File: config.mk
export PLATFORM = sky130hd
export DESIGN_NAME = load_issue_scheduler
export DESIGN_NICKNAME = d
export VERILOG_FILES = /design/src/rtl/load_issue_scheduler.sv
export SDC_FILE = /design/constraint.sdc
export NUM_CORES = 1
export LEC_CHECK = 0
export CAP_MARGIN = 20
export CORE_MARGIN = 10
export CORE_UTILIZATION = 35
export CTS_CLUSTER_SIZE = 30
export DETAILED_ROUTE_END_ITERATION = 16
export PLACE_DENSITY = 0.79
export SETUP_SLACK_MARGIN = 0.15
export SYNTH_ARGS = -nofsm -noshare
export SYNTH_HDL_FRONTEND = slang
export SYNTH_SLANG_ARGS = --single-unit
export TNS_END_PERCENT = 20
File: constraint.sdc
create_clock -name clk -period 3.5 [get_ports clk]
set_clock_uncertainty 0.2 [all_clocks]
set_input_delay 0.525 -clock clk [delete_from_list [all_inputs] [get_ports clk]]
set_output_delay 0.525 -clock clk [all_outputs]
set_load 0.01 [all_outputs]
File: src/rtl/load_issue_scheduler.sv
// Load issue scheduler: selects the oldest eligible LDQ load via an age matrix and drives the D-cache read port.
// Optional feature macro: LIS_REPLAY_EN (adds replay ports and per-entry replay back-off counters).
module load_issue_scheduler #(
  parameter int LDQ_ENTRIES  = 8,
  parameter int ADDR_W       = 32,
  parameter int REPLAY_DELAY = 4
) (
  input  logic                            clk,
  input  logic                            rst_n,
  input  logic                            alloc_valid,
  input  logic [$clog2(LDQ_ENTRIES)-1:0]  alloc_idx,
  input  logic                            dealloc_valid,
  input  logic [$clog2(LDQ_ENTRIES)-1:0]  dealloc_idx,
  input  logic [LDQ_ENTRIES-1:0]          ldq_valid,
  input  logic [LDQ_ENTRIES-1:0]          ldq_addr_valid,
  input  logic [LDQ_ENTRIES-1:0]          ldq_issued,
  input  logic [LDQ_ENTRIES-1:0]          ldq_st_clear,
  input  logic [LDQ_ENTRIES*ADDR_W-1:0]   ldq_addr,
  input  logic                            flush,
`ifdef LIS_REPLAY_EN
  input  logic                            replay_valid,
  input  logic [$clog2(LDQ_ENTRIES)-1:0]  replay_idx,
`endif
  output logic                            issue_mark_valid,
  output logic [$clog2(LDQ_ENTRIES)-1:0]  issue_mark_idx,
  output logic                            dc_req_valid,
  input  logic                            dc_req_ready,
  output logic [ADDR_W-1:0]               dc_req_addr,
  output logic [$clog2(LDQ_ENTRIES)-1:0]  dc_req_tag,
  output logic                            busy
);

  localparam int IDX_W = $clog2(LDQ_ENTRIES);

  typedef enum logic {S_IDLE, S_REQ} state_t;

  state_t                                  r_state, w_next;
  logic [LDQ_ENTRIES-1:0][LDQ_ENTRIES-1:0] r_age;
  logic [IDX_W-1:0]                        r_tag;
  logic [ADDR_W-1:0]                       r_addr;
  logic                                    r_mark;
  logic [LDQ_ENTRIES-1:0]                  w_elig;
  logic [LDQ_ENTRIES-1:0]                  w_win;
  logic [LDQ_ENTRIES-1:0]                  w_replay_ok;
  logic                                    w_any;
  logic                                    w_load;
  logic [IDX_W-1:0]                        w_sel;
  logic [ADDR_W-1:0]                       w_sel_addr;

`ifdef LIS_REPLAY_EN
  localparam int CNT_W = $clog2(REPLAY_DELAY + 1);
  logic [LDQ_ENTRIES-1:0][CNT_W-1:0] r_replay_cnt;

  always_ff @(posedge clk) begin
    if (!rst_n) begin
      r_replay_cnt <= '0;
    end else begin
      for (int unsigned i = 0; i < LDQ_ENTRIES; i++) begin
        if (replay_valid && replay_idx == IDX_W'(i))
          r_replay_cnt[i] <= CNT_W'(REPLAY_DELAY);
        else if (r_replay_cnt[i] != '0)
          r_replay_cnt[i] <= r_replay_cnt[i] - 1'b1;
      end
    end
  end

  always_comb begin
    w_replay_ok = '0;
    for (int unsigned i = 0; i < LDQ_ENTRIES; i++)
      w_replay_ok[i] = (r_replay_cnt[i] == '0);
  end
`else
  assign w_replay_ok = '1;
`endif

  // Alloc is checked before dealloc so a same-index alloc/dealloc pair leaves the alloc's column in place.
  always_ff @(posedge clk) begin
    if (!rst_n) begin
      r_age <= '0;
    end else begin
      for (int unsigned i = 0; i < LDQ_ENTRIES; i++) begin
        for (int unsigned j = 0; j < LDQ_ENTRIES; j++) begin
          if (alloc_valid && alloc_idx == IDX_W'(i))
            r_age[i][j] <= 1'b0;
          else if (alloc_valid && alloc_idx == IDX_W'(j))
            r_age[i][j] <= ldq_valid[i];
          else if (dealloc_valid && (dealloc_idx == IDX_W'(i) || dealloc_idx == IDX_W'(j)))
            r_age[i][j] <= 1'b0;
        end
      end
    end
  end

  always_comb begin
    w_elig = '0;
    for (int unsigned i = 0; i < LDQ_ENTRIES; i++)
      w_elig[i] = ldq_valid[i] & ldq_addr_valid[i] & ~ldq_issued[i] & ldq_st_clear[i]
                & ~((r_state == S_REQ) && (r_tag == IDX_W'(i))) & w_replay_ok[i];
  end

  // An entry wins when no other eligible entry is older than it.
  always_comb begin
    w_win = '0;
    for (int unsigned i = 0; i < LDQ_ENTRIES; i++) begin
      w_win[i] = w_elig[i];
      for (int unsigned j = 0; j < LDQ_ENTRIES; j++)
        if (w_elig[j] && r_age[j][i]) w_win[i] = 1'b0;
    end
  end

  always_comb begin
    w_sel      = '0;
    w_sel_addr = '0;
    for (int unsigned i = LDQ_ENTRIES; i > 0; i--) begin
      if (w_win[i-1]) begin
        w_sel      = IDX_W'(i-1);
        w_sel_addr = ldq_addr[(i-1)*ADDR_W +: ADDR_W];
      end
    end
    w_any = |w_win;
  end

  always_ff @(posedge clk) begin
    if (!rst_n) begin
      r_state <= S_IDLE;
      r_tag   <= '0;
      r_addr  <= '0;
      r_mark  <= 1'b0;
    end else begin
      r_state <= w_next;
      r_mark  <= w_load;
      if (w_load) begin
        r_tag  <= w_sel;
        r_addr <= w_sel_addr;
      end
    end
  end

  always_comb begin
    w_next = r_state;
    w_load = 1'b0;
    if (flush) begin
      w_next = S_IDLE;
    end else begin
      case (r_state)
        S_IDLE: begin
          if (w_any) begin
            w_next = S_REQ;
            w_load = 1'b1;
          end
        end
        S_REQ: begin
          if (dc_req_ready) begin
            w_load = w_any;
            if (w_any) w_next = S_REQ;
            else       w_next = S_IDLE;
          end
        end
        default: w_next = S_IDLE;
      endcase
    end
  end

  always_comb begin
    busy             = (r_state == S_REQ);
    dc_req_valid     = (r_state == S_REQ);
    dc_req_addr      = (r_state == S_REQ) ? r_addr : '0;
    dc_req_tag       = (r_state == S_REQ) ? r_tag : '0;
    issue_mark_valid = r_mark;
    issue_mark_idx   = r_mark ? r_tag : '0;
  end

endmodule

Word level (Yosys, flattened, before mapping)
Index checks and enable logic that the tools add are counted.
{ "word_totals": {"ff_bits": 93, "inputBits": 300, "out_inout_bits": 41} }
{ "op_classes": {"reduce_logical": 197, "bitwise": 50, "n_mux": 165, "n_eq_ne": 21} }
{ "op_table": {"columns": ["operator", "count"], "rows": [
  ["$mux 32", 9],
  ["$mux 1", 144],
  ["$reduce_bool 2->1", 56],
  ["$logic_and 1x1->1", 100],
  ["$eq 3x3->1 const B", 12],
  ["$and 1x1->1", 32],
  ["$mux 3", 10],
  ["$logic_or 1x1->1", 28],
  ["$eq 3x2->1 const B", 6],
  ["$not 1->1", 18],
  ["$reduce_or 2->1", 9],
  ["$eq 3x1->1 const B", 3],
  ["$logic_not 3->1", 3],
  ["$reduce_or 8->1", 1],
  ["$pmux 1 s2", 2]
]} }

Logic depth before layout (Yosys ltp)
Gate-level depths: netlist of the first run.
{ "logic_depth": {"depth_word": 20, "mapped_depth": 13, "depth_no_buf": 8} }

Worst setup path before layout of the first run
OpenSTA, ideal clock, no wires.
{ "synth_timing": {"path_kind": "input-to-reg", "start": "input ldq_valid[6]", "end": "register r_addr[31]", "n_path_buf": 4, "stages": 12, "arrival_ns": 2.615, "slack_ns": 0.567, "cell_sequence": "buf_2 -> and4b_1 -> clkbuf_1 -> and3_4 -> a2111oi_4 -> nand3_2 -> nor2b_1 -> buf_2 -> a31oi_4 -> buf_4 -> o21ai_1 -> a32o_1"} }
{ "synth_via": {"elab_chain_cells": 18, "word_cells_on_any_way": 44, "classes_between": "mux (32); bitwise (4); reduce/logical (8)"} }
{ "synth_lines": {"columns": ["item", "line_no", "text"], "rows": [
  ["from (decl)", "14", "input logic [LDQ_ENTRIES-1:0] ldq_valid,"],
  ["$and 1x1->1 * (3 in a row)", "97", "w_elig[i] = ldq_valid[i] & ldq_addr_valid[i] & ~ldq_issued[i] & ldq_st_clear[i]"],
  ["$and 1x1->1 *", "98", "& ~((r_state == S_REQ) && (r_tag == IDX_W'(i))) & w_replay_ok[i];"],
  ["$mux 1 (7 in a row)", "107", "if (w_elig[j] && r_age[j][i]) w_win[i] = 1'b0;"],
  ["$mux 32 (7 in a row)", "115", "if (w_win[i-1]) begin"],
  ["to (signal assigned)", "134", "r_addr <= w_sel_addr;"],
  ["to (decl)", "40", "logic [ADDR_W-1:0] r_addr;"]
]} }
Every way passes the cells marked *; elsewhere a longest branch is shown, timed or not.
A chain may end at the register's enable or synchronous reset.

Worst setup path in the final report of the first run
{ "layout_timing": {"start": "register r_state, in the netlist busy", "end": "register r_addr[21]"} }
{ "layout_via": {"elab_chain_cells": 19, "word_cells_on_any_way": 150, "classes_between": "mux (68); bitwise (17); reduce/logical (65)"} }
{ "layout_lines": {"columns": ["item", "line_no", "text"], "rows": [
  ["from (decl)", "37", "state_t r_state, w_next;"],
  ["from (signal assigned)", "130", "r_state <= w_next;"],
  ["$logic_and 1x1->1", "98", null],
  ["$not 1->1", "98", null],
  ["$and 1x1->1", "98", null],
  ["$logic_and 1x1->1", "107", null],
  ["$mux 1 (7 in a row)", "107", null],
  ["$mux 32 (8 in a row)", "115", null]
]} }
Parallel ways exist; a longest one is shown, timed or not.

==> impl_metrics.toml, run 1 <==
[layout]
final_cells = 1472
drive_above_1_share_pct = 7.91
layout_commonest_cell = "clkdlybuf4s50_1"
area_growth_pct = 61.2
nets = 1522
final_cell_mix = "clkdlybuf4s50_1 (340), nand2_1 (124), nand3_1 (92)"
finish.utilization_pct = 57.2

[yosys]
yosysSeqAreaShare_pct = 28.0
synth-seq-cells = 93
syn_inst = 910
avgSynthCellArea_um2 = 7.30
synthesis.nets = 1210
synthFlopType = "dfxtp_1"
async_flop_share_pct = 0
yosys_warnings = 0
synth.distinct_cells = 56
synth_edf_count = 0
synth_area_mm2 = 0.00664

[die]
fp.dieW_um = 158
die_h_um = 158
coreArea_mm2 = 0.0187
dieArea_mm2 = 0.0249
num_rows = 50
start_util_pct = 35.5
io_pins = 341

[clock_tree]
hold_buffers = 0
clk_pin_slew_ps = 80
post-cts-setup-buffer-count = 0
root_buffer = "clkbuf_16"
cts_buffer_depth = 2
cts_buffers = 9
clk_latency_ps = 360
clock-sinks = 93
cts.htree.levels = 3
cts_resized = 0
cts_tree = "done"

[sta]
final-hold-violation-count = 0
maxSlewViolCount = 0
layout_setup_ws_ps = 292
setup_tns_ps = 0
rsz0062_at_grt = "false"
setup_viol = 0
fin_crit_ps = 3210
whs_ps = 266
slew_headroom_pct = 39.4
period_share_pct = 91.7
worstMarginPinSlew_ps = 906
timing.fmax_mhz = 312

[placement]
preCtsSetupSlack_ps = 49.3
portBuffers = 340
dpl.cell_count = 1445
hpwl_mm = 28.8
place.gp.congestion = 1.07

[detailed_routing]
drcViolationCount = 0
wire_per_inst_um = 25.0
drtPass1Iterations = 5
drtAntennaViolNets = 0
routed_wl_mm = 36.7
via_per_inst = 5.95
drt_first_iter_violations = 955
num_vias = 8757

[worst_setup_path]
crit_start = "busy"
crit_type = "register to register"
slowest_stage = "o31ai_2"
path_delay_family = "compound AO/OA/AOI/OAI gates"
arrival_ps = 3270
cp_max_fo = 34
r2r-end = "r_addr[21]"
endpoint = "r_addr[21]"
end_kind = "register"
reg2regPathDepth = 9
crit_path_max_incr_delay_ps = 560
critical_path_buf_inv_count = 1
required_ps = 3570
rrSetupSlack_ps = 290
cp.depth = 9
crit_chain = "nand2_1, o31ai_2, o2111ai_1, or2_2, and4_1, a31oi_4, buf_12, o21ai_1, a31oi_1"
r2r_start = "busy"
critPathLaunchType = "register"

[global_route]
grt_pass1_wl_mm = 52.4
antenna_found_initial = 10
grt_start_max_net_pins = 68
grt_util_all_layers_pct = 27.5
grt_pass1_vias = 8498
grt_overflow = 0

[power_and_ir_drop]
power.density_mw_per_mm2 = 270
leakage_nw = 3.92
ir_worst_vdd_v = 0.000271

[run]
maxCapViolCount = 0

[status]
outcome = "finished, final reports clean"

[worst_hold_path]
hold_class = "register to register"
worstHoldStart = "r_age[31]"
[cells by family after synthesis]
kind of cell,Yosys count,share of synthesized area [%]
AO/OA/AOI/OAI,314,33.2
AND/OR/NAND/NOR,370,29.6
buffers and inverters,127,8.35
XOR/XNOR,6,0.792
flip-flops,93,28.0
[cells in the mapped netlist (all sizes together), types with 8 or more instances]
master,number,area [µm²]
a21oi,59,295
a22oi,33,248
a31o,33,289
a31oi,33,221
and2,40,250
and3,41,262
and4b,8,80.1
buf,37,213
clkbuf,51,195
dfxtp,93,1860
inv,39,146
nand2,124,465
nand2b,9,56.3
nand3,93,470
nor2,18,70.1
nor2b,9,56.3
o21ai,69,345
o221ai,62,543
[sequential cells by signal (all words and copies together), names as in the netlist]
signal            flops
r_age                56
r_addr               32
r_tag                 3
busy                  1
issue_mark_valid      1
[metrics by stage]
step / power (W) / area (µm²)
floorplan: 0.00147 / 6640
global placement: 0.00195 / 10400
detailed placement: 0.00196 / 10400
CTS: 0.00288 / 10700
global route: 0.00300 / 10700
finish: 0.00289 / 10700
[worst min-delay path by stage]
stage                endpoint  slack (ps)  depth (start not counted)
finish              r_age[31]         270                          2
global route        r_age[26]         280                          2
CTS                 r_age[31]         270                          2
detailed placement  r_age[31]         260                          2
global placement    r_age[31]         250                          2
floorplan           r_age[47]         240                          2
[routing by layer]
| layer | wire (µm) | track usage (%) | up-vias |
|---|---|---|---|
| met3 | 4020 | 7.49 | 99 |
| met2 | 17700 | 45.0 | 577 |
| met4 | 1560 | 14.8 | 2 |
| met5 | 13 | 0 | - |
| met1 | 13400 | 32.1 | 4040 |
| li1 | - | - | 4039 |
[report_power, final]
group          internal, W  switching [W]  total (W)
Clock             0.000485       0.000458   0.000943
Combinational     0.000473       0.000338   0.000811
Sequential         0.00111      0.0000317    0.00114
Total              0.00206       0.000828    0.00289
[worst reg2reg max path, stage by stage (launching register included)]
cell and delay (ps):
dfxtp_2 440, nand2_1 140, o31ai_2 560, o2111ai_1 320, or2_2 410, and4_1 230, a31oi_4 300, buf_12 230
o21ai_1 80, a31oi_1 210
[cell type report]
| class | instances | area [µm²] |
|---|---|---|
| flip-flops and latches | 93 | 1860 |
| diodes | 11 | 27.5 |
| well taps | 234 | 293 |
| inverters | 39 | 146 |
| multi-input cells | 690 | 4260 |
| clock inverters | 5 | 37.5 |
| repair buffers | 389 | 3850 |
| fillers | 1736 | 8000 |
| clock buffers | 11 | 233 |
No activity file was read; power rests on OpenSTA's default activity.
==> run 2: changes to the inputs <==
- GPL_ROUTABILITY_DRIVEN: unset -> 0
==> run 2 against run 1 <==
Non-clock buffer count is 8 lower. Register-to-register slack better by 60 ps. Sequential share of layout area hardly changed.
==> impl_metrics.toml, run 2 (synthesis gave the netlist of run 1 again) <==
[status]
outcome = "finished, final reports clean"

[placement]
hpwl_mm = 27.8
portBuffers = 340
dpl_cell_area_mm2 = 0.0104

[sta]
setup_viol = 0
final-hold-violation-count = 0
worstMarginPinSlew_ps = 953
timing.fmax_mhz = 318
period_share_pct = 89.9
maxSlewViolCount = 0
slew_headroom_pct = 36.3
fin_crit_ps = 3150
rsz0062_at_grt = "false"
setup_tns_ps = 0

[layout]
multi_input_area_mm2 = 0.00428
final_cell_mix = "clkdlybuf4s50_1 (340), nand2_1 (124), nand3_1 (92)"
regArea_mm2 = 0.00187
drive_above_1_share_pct = 7.63
top_register = "r_age"
largest_register_ffs = 56
fillers = 1737
final_area_mm2 = 0.0107
layout_commonest_cell = "clkdlybuf4s50_1"
nets = 1514
reg_top3 = "r_age (56), r_addr (32), r_tag (3)"
area_growth_pct = 61.9

[global_route]
grt_start_max_net_pins = 68
grt_pass1_wl_mm = 50.9
grt_util_all_layers_pct = 26.8
grt_pass1_vias = 8295
antenna_found_initial = 17
grt_overflow = 0

[clock_tree]
clk_pin_slew_ps = 70
hold_buffers = 0
root_buffer = "clkbuf_16"
clock-sinks = 93
cts_tree = "done"
cts_buffer_depth = 2
cts_buffers = 9
cts.htree.levels = 3
clk_latency_ps = 360

[worst_setup_path]
critPathLaunchType = "register"
crit_path_max_incr_delay_ps = 480
slowest_stage = "dfxtp_1"
crit_start = "r_tag[2]"
crit_type = "register to register"
reg2regPathDepth = 10
required_ps = 3580
endpoint = "r_addr[14]"
cp_max_fo = 34
cpMostUsedCell = "nand4_1"
critical_path_buf_inv_count = 2
cp.depth = 10
rrSetupSlack_ps = 350
crit_chain = "buf_4, nand4_1, nand3_1, nand4_1, a2111o_1, and4_1, a31oi_4, buf_12, o21ai_0, a31oi_1"
arrival_ps = 3230
r2r_start = "r_tag[2]"
end_kind = "register"
path_delay_family = "compound AO/OA/AOI/OAI gates"
r2r-end = "r_addr[14]"

[run]
maxCapViolCount = 0

[worst_hold_path]
worstHoldStart = "r_age[6]"
hold_class = "register to register"

[die]
dieArea_mm2 = 0.0249
num_rows = 50
start_util_pct = 35.5
io_pins = 341
fp.dieW_um = 158
coreArea_mm2 = 0.0187
die_h_um = 158

[detailed_routing]
wl_met3_mm = 4.29
drt-met1-wl_mm = 12.9
via_per_inst = 6.10
drcViolationCount = 0
wire_per_inst_um = 24.6
routed_wl_mm = 36.1
topRoutingLayerUsed = "met5"
drtPass1Iterations = 5
drt_first_iter_violations = 1107
num_vias = 8980
drtAntennaViolNets = 0
met2_length_mm = 16.9

[power_and_ir_drop]
ir_worst_vdd_v = 0.000221
leakage_nw = 3.91
power.density_mw_per_mm2 = 280
==> run 2: changes by cell type in the layout (fill, tap and decap cells not counted), sizes merged <==
cell,delta
bufinv,+1
inv,+4
buf,-8
diode,+7
clkinv,-2
clkinvlp,-2
clkbuf,-1
==> run 2: worst min-delay path by stage <==
stage          cells after the start   endpoint  slack, ps
6_report                           2   r_age[6]        270
5_1_grt                            2   r_age[6]        300
4_1_cts                            2  r_age[38]        270
3_5_place_dp                       2  r_age[38]        260
3_3_place_gp                       2  r_age[35]        260
2_1_floorplan                      2  r_age[47]        240
==> run 2: stage by stage <==
| stage | power (W) | worst slack, ps | hold slack, ps | cells | util (%) |
|---|---|---|---|---|---|
| after global routing | 0.00312 | 163 | 297 | 1467 | 57.4 |
| after detailed placement | 0.00195 | 96.5 | 260 | 1437 | 55.4 |
| after global placement | 0.00194 | 144 | 256 | 1437 | 55.4 |
| after CTS | 0.00302 | 241 | 270 | 1453 | 57.1 |
| final | 0.00301 | 354 | 272 | 1471 | 57.5 |
| after floorplan | 0.00147 | 567 | 243 | 910 | - |
==> run 2: power breakdown <==
group	switching (W)	internal, W
clock	0.000477	0.000588
combinational	0.000337	0.000470
sequential	0.0000326	0.00111
total	0.000846	0.00217
==> run 2: final cells by class <==
class,instances,area share (%)
repair buffers,381,35.3
well taps,234,2.72
inverters,39,1.36
clock inverters,6,0.710
multi-input cells,690,39.8
clock buffers,10,2.22
diodes,18,0.419
flip-flops and latches,93,17.4
==> run 2: worst register-to-register path, stage by stage, from the launching register on <==
cell and delay, ps:
dfxtp_1 480, buf_4 200, nand4_1 290, nand3_1 250, nand4_1 190, a2111o_1 450
and4_1 190, a31oi_4 310, buf_12 240, o21ai_0 100, a31oi_1 170
==> run 2: timing repair <==
item                       CTS  global route
setup endpoints to repair   32            35
setup buffers                0             0
resized for setup            1             5
==> run 2: metal layers <==
layer	vias up	GRT usage [%]
met5	-	0
met4	6	15.2
met3	133	8.68
met2	689	42.6
met1	4119	31.0
li1	4033	-
==> edit 1 (config.mk and constraints of run 2) <==
The parameter `ADDR_W` goes from 32 to 16.
--- a/src/rtl/load_issue_scheduler.sv
+++ b/src/rtl/load_issue_scheduler.sv
@@ -3,5 +3,5 @@
 module load_issue_scheduler #(
   parameter int LDQ_ENTRIES  = 8,
-  parameter int ADDR_W       = 32,
+  parameter int ADDR_W       = 16,
   parameter int REPLAY_DELAY = 4
 ) (
Ports: changed (resized dc_req_addr and ldq_addr); port bits go from 341 to 197. No check against the original RTL was run, so the function may have changed too.
==> edit 1 against run 2 <==
Cell area decreased by 27%. Sequential cell count decreased by 16. Wire length decreased by 33%. Total power decreased by 16%. Largest power group is now the clock network. Worst setup slack got worse by 83 ps. Fmax decreased by 2.6%. Synthesized area decreased by 22%.
==> edit 1: results (changes against run 2) <==
h-tree-depth: 3  # unchanged
max-slew-margin-rel: 0.423  # +0.0604
n_fill_cell: 1359  # -22%
crit_slowest_cell: "clkdlybuf4s50_1"
cap_violations: 0  # unchanged
vias_per_cell: 6.14  # +0.54%
yosys_warnings: 0  # unchanged
grt_pass1_vias: 6398  # -23%
synth_area_leaders: "dfxtp_1 (30%), nand3_1 (8.6%), nand2_1 (6.8%), a21oi_1 (6.1%), a211oi_1 (4.4%)"
crit_family: "compound AO/OA/AOI/OAI gates"
slowest_delay_ps: 450  # -30 ps
reg_top3: "r_age x56, r_addr x16, r_tag x3"
swShare: 0.269  # -0.0118
vias: 6610  # -26%
grt_max_degree: 49  # -28%
yosys.area.top_type: "dfxtp_1"
placed_area_um2: 7510  # -27%
p_leak_nw: 2.73  # -30%
postCtsSetupRepairBufs: 0  # unchanged
setup_viol: 0  # unchanged
clkLatencyLatePin_ps: 350
cts-root-buf: "clkbuf_16"
synth_cells: 695  # -24%
outcome: "finished clean"
crit_arrival_ps: 3250  # +20 ps
final_layout_size_suffix_gt1_frac: 0.104  # +0.0279
grt_antenna_before_repair: 0  # -17
seq_area_frac_synth: 0.299  # +0.0190
async_reset_ff_frac: 0  # unchanged
dr.pass1.iters: 7  # +2
synth_cell_types: 57  # +1.8%
wl_per_cell_um: 22.6  # -7.9%
grt_pass1_wl_um: 36800  # -28%
cts_made_buffers: 9  # unchanged
diodes: 0  # -18
io_buffers: 196  # -42%
synthesis.nets: 867  # -28%
hpwl_um: 18400  # -34%
clk_pin_slew_ps: 70  # about the same
synth_common_cells: "nand2_1 (93), nand3_1 (88), dfxtp_1 (77), a21oi_1 (63), nor2_1 (43)"
placed_cells: 1062  # -26%
drtIter0Drc: 1020  # -7.9%
vdd_drop_max_mv: 0.255  # +15%
cp_max_fo: 48  # +41%
grtUsageTotal: 0.230  # -0.0378
holdCritPathClass: "reg2reg"
clock_path_buffers: 2  # unchanged
tns_ps: 0  # unchanged
edit 1: cell type report:
class	count	area, um^2	share of cell area
well taps	184	230	0.0293
clock inverters	6	96.3	0.0123
flip-flops and latches	77	1540	0.196
multi-input cells	549	3340	0.425
clock buffers	9	225	0.0286
inverters	7	26.3	0.00334
repair buffers	245	2400	0.306
edit 1: per-layer routing:
metal / part of all wire / GRT usage / vias up / wire length [um]
met5: 0 / 0 / - / 0
met4: 0.043 / 0.0984 / 0 / 1050
met3: 0.12 / 0.0501 / 79 / 2960
met2: 0.47 / 0.375 / 493 / 11400
met1: 0.37 / 0.284 / 3042 / 8980
li1: - / - / 2996 / -
edit 1: timing repair:
action	CTS	global route
endpoints found under the setup margin	0	13
hold endpoints to repair	0	0
gates resized for setup	0	5
edit 1: kinds of logic (layout without fill, tap and decap cells):
| group | count (synthesis) | count (layout) | share of synthesized area |
|---|---|---|---|
| xor gates and xnor gates | 6 | 6 | 0.0102 |
| muxes | 1 | 1 | 0.00194 |
| DFF | 77 | 77 | 0.299 |
| buffers and inverters | 69 | 267 | 0.0583 |
| and+or+nand+nor | 353 | 353 | 0.357 |
| AOI/OAI and AO/OA | 189 | 189 | 0.273 |
edit 1: power by group through the flow:
stage	clock network [mW]	registers [mW]	logic [mW]
global route	1.06	0.930	0.602
detailed placement	0	0.946	0.551
CTS	1.03	0.927	0.556
finish	1.03	0.928	0.567
global placement	0	0.945	0.545
floorplan	0	0.940	0.242
edit 1: worst paths after layout:
kind | startpoint | endpoint | slack (ps) | cells past startpoint
setup / recovery | ldq_valid[5] | r_addr[5]$_SDFFE_PN0P_ | 270 | 10
hold / removal | r_age[44]$_SDFFE_PP0P_ | r_age[44]$_SDFFE_PP0P_ | 270 | 2
setup reg to reg | r_tag[1]$_SDFFE_PN0P_ | r_addr[5]$_SDFFE_PN0P_ | 290 | 10
hold reg to reg | r_age[44]$_SDFFE_PP0P_ | r_age[44]$_SDFFE_PP0P_ | 270 | 2
edit 1: worst min-delay path, cell delays in order, from the launching register on:
cell	delay [ps]
dfxtp_1	310
nand3_1	60
a21oi_1	60
edit 1: per-stage QoR:
step | util | worst slack (ps)
after floorplan | - | 411
after global placement | 0.519 | 102
after detailed placement | 0.519 | 31.0
after CTS | 0.541 | 247
after global routing | 0.543 | 144
final | 0.543 | 270
==> edit 2 (config.mk and constraints of run 2) <==
Made on the original files. Add a define of `LIS_REPLAY_EN`.
--- a/src/rtl/load_issue_scheduler.sv
+++ b/src/rtl/load_issue_scheduler.sv
@@ -1,4 +1,6 @@
 // Load issue scheduler: selects the oldest eligible LDQ load via an age matrix and drives the D-cache read port.
 // Optional feature macro: LIS_REPLAY_EN (adds replay ports and per-entry replay back-off counters).
+`define LIS_REPLAY_EN
+
 module load_issue_scheduler #(
   parameter int LDQ_ENTRIES  = 8,
Interface: changed (added replay_idx and replay_valid); port bits go from 341 to 345. The function was not compared with the original's and may differ.
==> edit 2 against run 2 <==
Worst setup slack worse by 100 ps. Fmax fell by 3.2%. Sequential cell count grew 24. Global-route usage fell by 2.1 points. Synthesized area grew 20%. Cell area rose by 20%. Wire length rose by 7.3%.
Power is not compared: it rests on default switching activity, and its combinational part moved more than twofold at a synthesized area within 25%.
==> edit 2: results (changes against run 2) <==
outcome: "finished clean"
fin_nets: 1702  # +12%
clock_path_buffers: 2  # unchanged
synth_xor_area_frac: 0.0154  # +0.00746
seq_area_frac_synth: 0.294  # +0.0134
dp_worst_setup_slack_ps: -152  # -249 ps
placed_cells: 1634  # +14%
worst_slew_pin_slew_ps: 828  # -125 ps
vias_per_cell: 5.80  # -5.0%
fin_hold_ws_ps: 272  # -0.567 ps
r2r-start: "r_tag[0]$_SDFFE_PN0P_"
h-tree-depth: 4  # +1
synth_compound_area_frac: 0.323  # -0.00962
cts_resized: 2  # +1
grtUsageTotal: 0.246  # -0.0212
startpoint: "ldq_valid[2]"
drt-total-wl_um: 38800  # +7.3%
cts-root-buf: "clkbuf_16"
grt_antenna_before_repair: 6  # -11
syn_avg_cell_area_um2: 7.89  # +8.2%
synthesis.nets: 1338  # +11%
drtIter0Drc: 1313  # +19%
yosys-mux-area-fraction: 0.0100  # +0.0100
hp-start: "r_age[47]$_SDFFE_PP0P_"
r2r_cells: 9  # -1
finalMaxSlewViolations: 0  # unchanged
whs_endpoint: "r_age[47]$_SDFFE_PP0P_"
vias: 9710  # +8.1%
slowest_delay_ps: 550  # +70 ps
placed_area_um2: 12200  # +17%
clk_pin_slew_ps: 60
cp_max_fo: 23  # -32%
hpwl_um: 30700  # +11%
final_layout_size_suffix_gt1_frac: 0.131  # +0.0549
n_fill_cell: 1984  # +14%
synth_area_leaders: "dfxtp_1 (29%), a22oi_1 (6.0%), a221oi_2 (5.6%), nand3_1 (5.0%), nand2_1 (4.8%)"
reg_top3: "r_age x56, r_addr x32, r_replay_cnt x24"
io_buffers: 344  # +1.2%
crit_slowest_cell: "or4_4"
crit_family: "simple AND/OR/NAND/NOR gates"
p_leak_nw: 4.69
reg2reg_to: "r_addr[16]$_SDFFE_PN0P_"
grt_max_degree: 39  # -43%
r2r_slack_ps: 260  # -90 ps
cts_made_buffers: 17  # +8
synth_cell_types: 61  # +8.9%
dr.pass1.iters: 6  # +1
synth_common_cells: "dfxtp_1 (117), nand2_1 (101), nand3_1 (80), a21oi_1 (67), a22oi_1 (64)"
grt_pass1_wl_um: 55600  # +9.3%
grt_pass1_vias: 9548  # +15%
clkLatencyLatePin_ps: 420  # +60 ps
synthAdderAreaFrac: 0.0377  # +0.0377
edit 2: changes by cell type after synthesis, sizes merged, moves of 31 or more:
cell           run 2  this run
o221ai            62         0
a31o              33         0
a31oi             33         0
nor3               3        35
o21a               0        32
o22ai              0        32
a221oi             0        31
a22oi             33        64
and3              41        10
edit 2: cells by family (layout without fill, tap and decap cells):
group / Yosys count / in the layout
XOR/XNOR: 14 / 14
other: 0 / 2
buffers and inverters: 132 / 509
AO/OA/AOI/OAI: 336 / 336
adder cells (fa/ha/maj): 24 / 24
multiplexers: 8 / 8
flip-flops: 117 / 117
AND/OR/NAND/NOR: 379 / 379
edit 2: area by class of cell:
cell class	instances	area, um^2	share of cell area
multi-input cells	761	5140	0.398
well taps	285	357	0.0276
flip-flops and latches	117	2350	0.181
inverters	44	165	0.0128
clock buffers	18	439	0.0340
repair buffers	433	4300	0.332
clock inverters	14	175	0.0136
diodes	2	5.00	0.000387
edit 2: how the worst max path moves through the flow:
stage	endpoint	slack [ps]	cells past startpoint
6_report	r_addr[16]$_SDFFE_PN0P_	250	10
3_3_place_gp	r_addr[13]$_SDFFE_PN0P_	-90	12
2_1_floorplan	r_addr[10]$_SDFFE_PN0P_	200	12
3_5_place_dp	r_addr[1]$_SDFFE_PN0P_	-150	11
5_1_grt	r_tag[2]$_SDFFE_PN0P_	130	10
4_1_cts	r_addr[15]$_SDFFE_PN0P_	170	11
edit 2: where the power goes:
part	leakage, nW	switching, mW	internal, mW	total [mW]
Combinational	3.44	0.823	0.881	1.70
Clock	0.299	0.681	1.15	1.83
Sequential	0.953	0.0851	1.48	1.57
Total	4.69	1.59	3.51	5.10
edit 2: per-layer routing:
layer  track usage  vias up  wire length (um)
li1              -     4491                 -
met1         0.300     4553             14900
met2         0.396      584             18400
met3        0.0878       74              4370
met4        0.0794        8              1070
met5             0        -                47
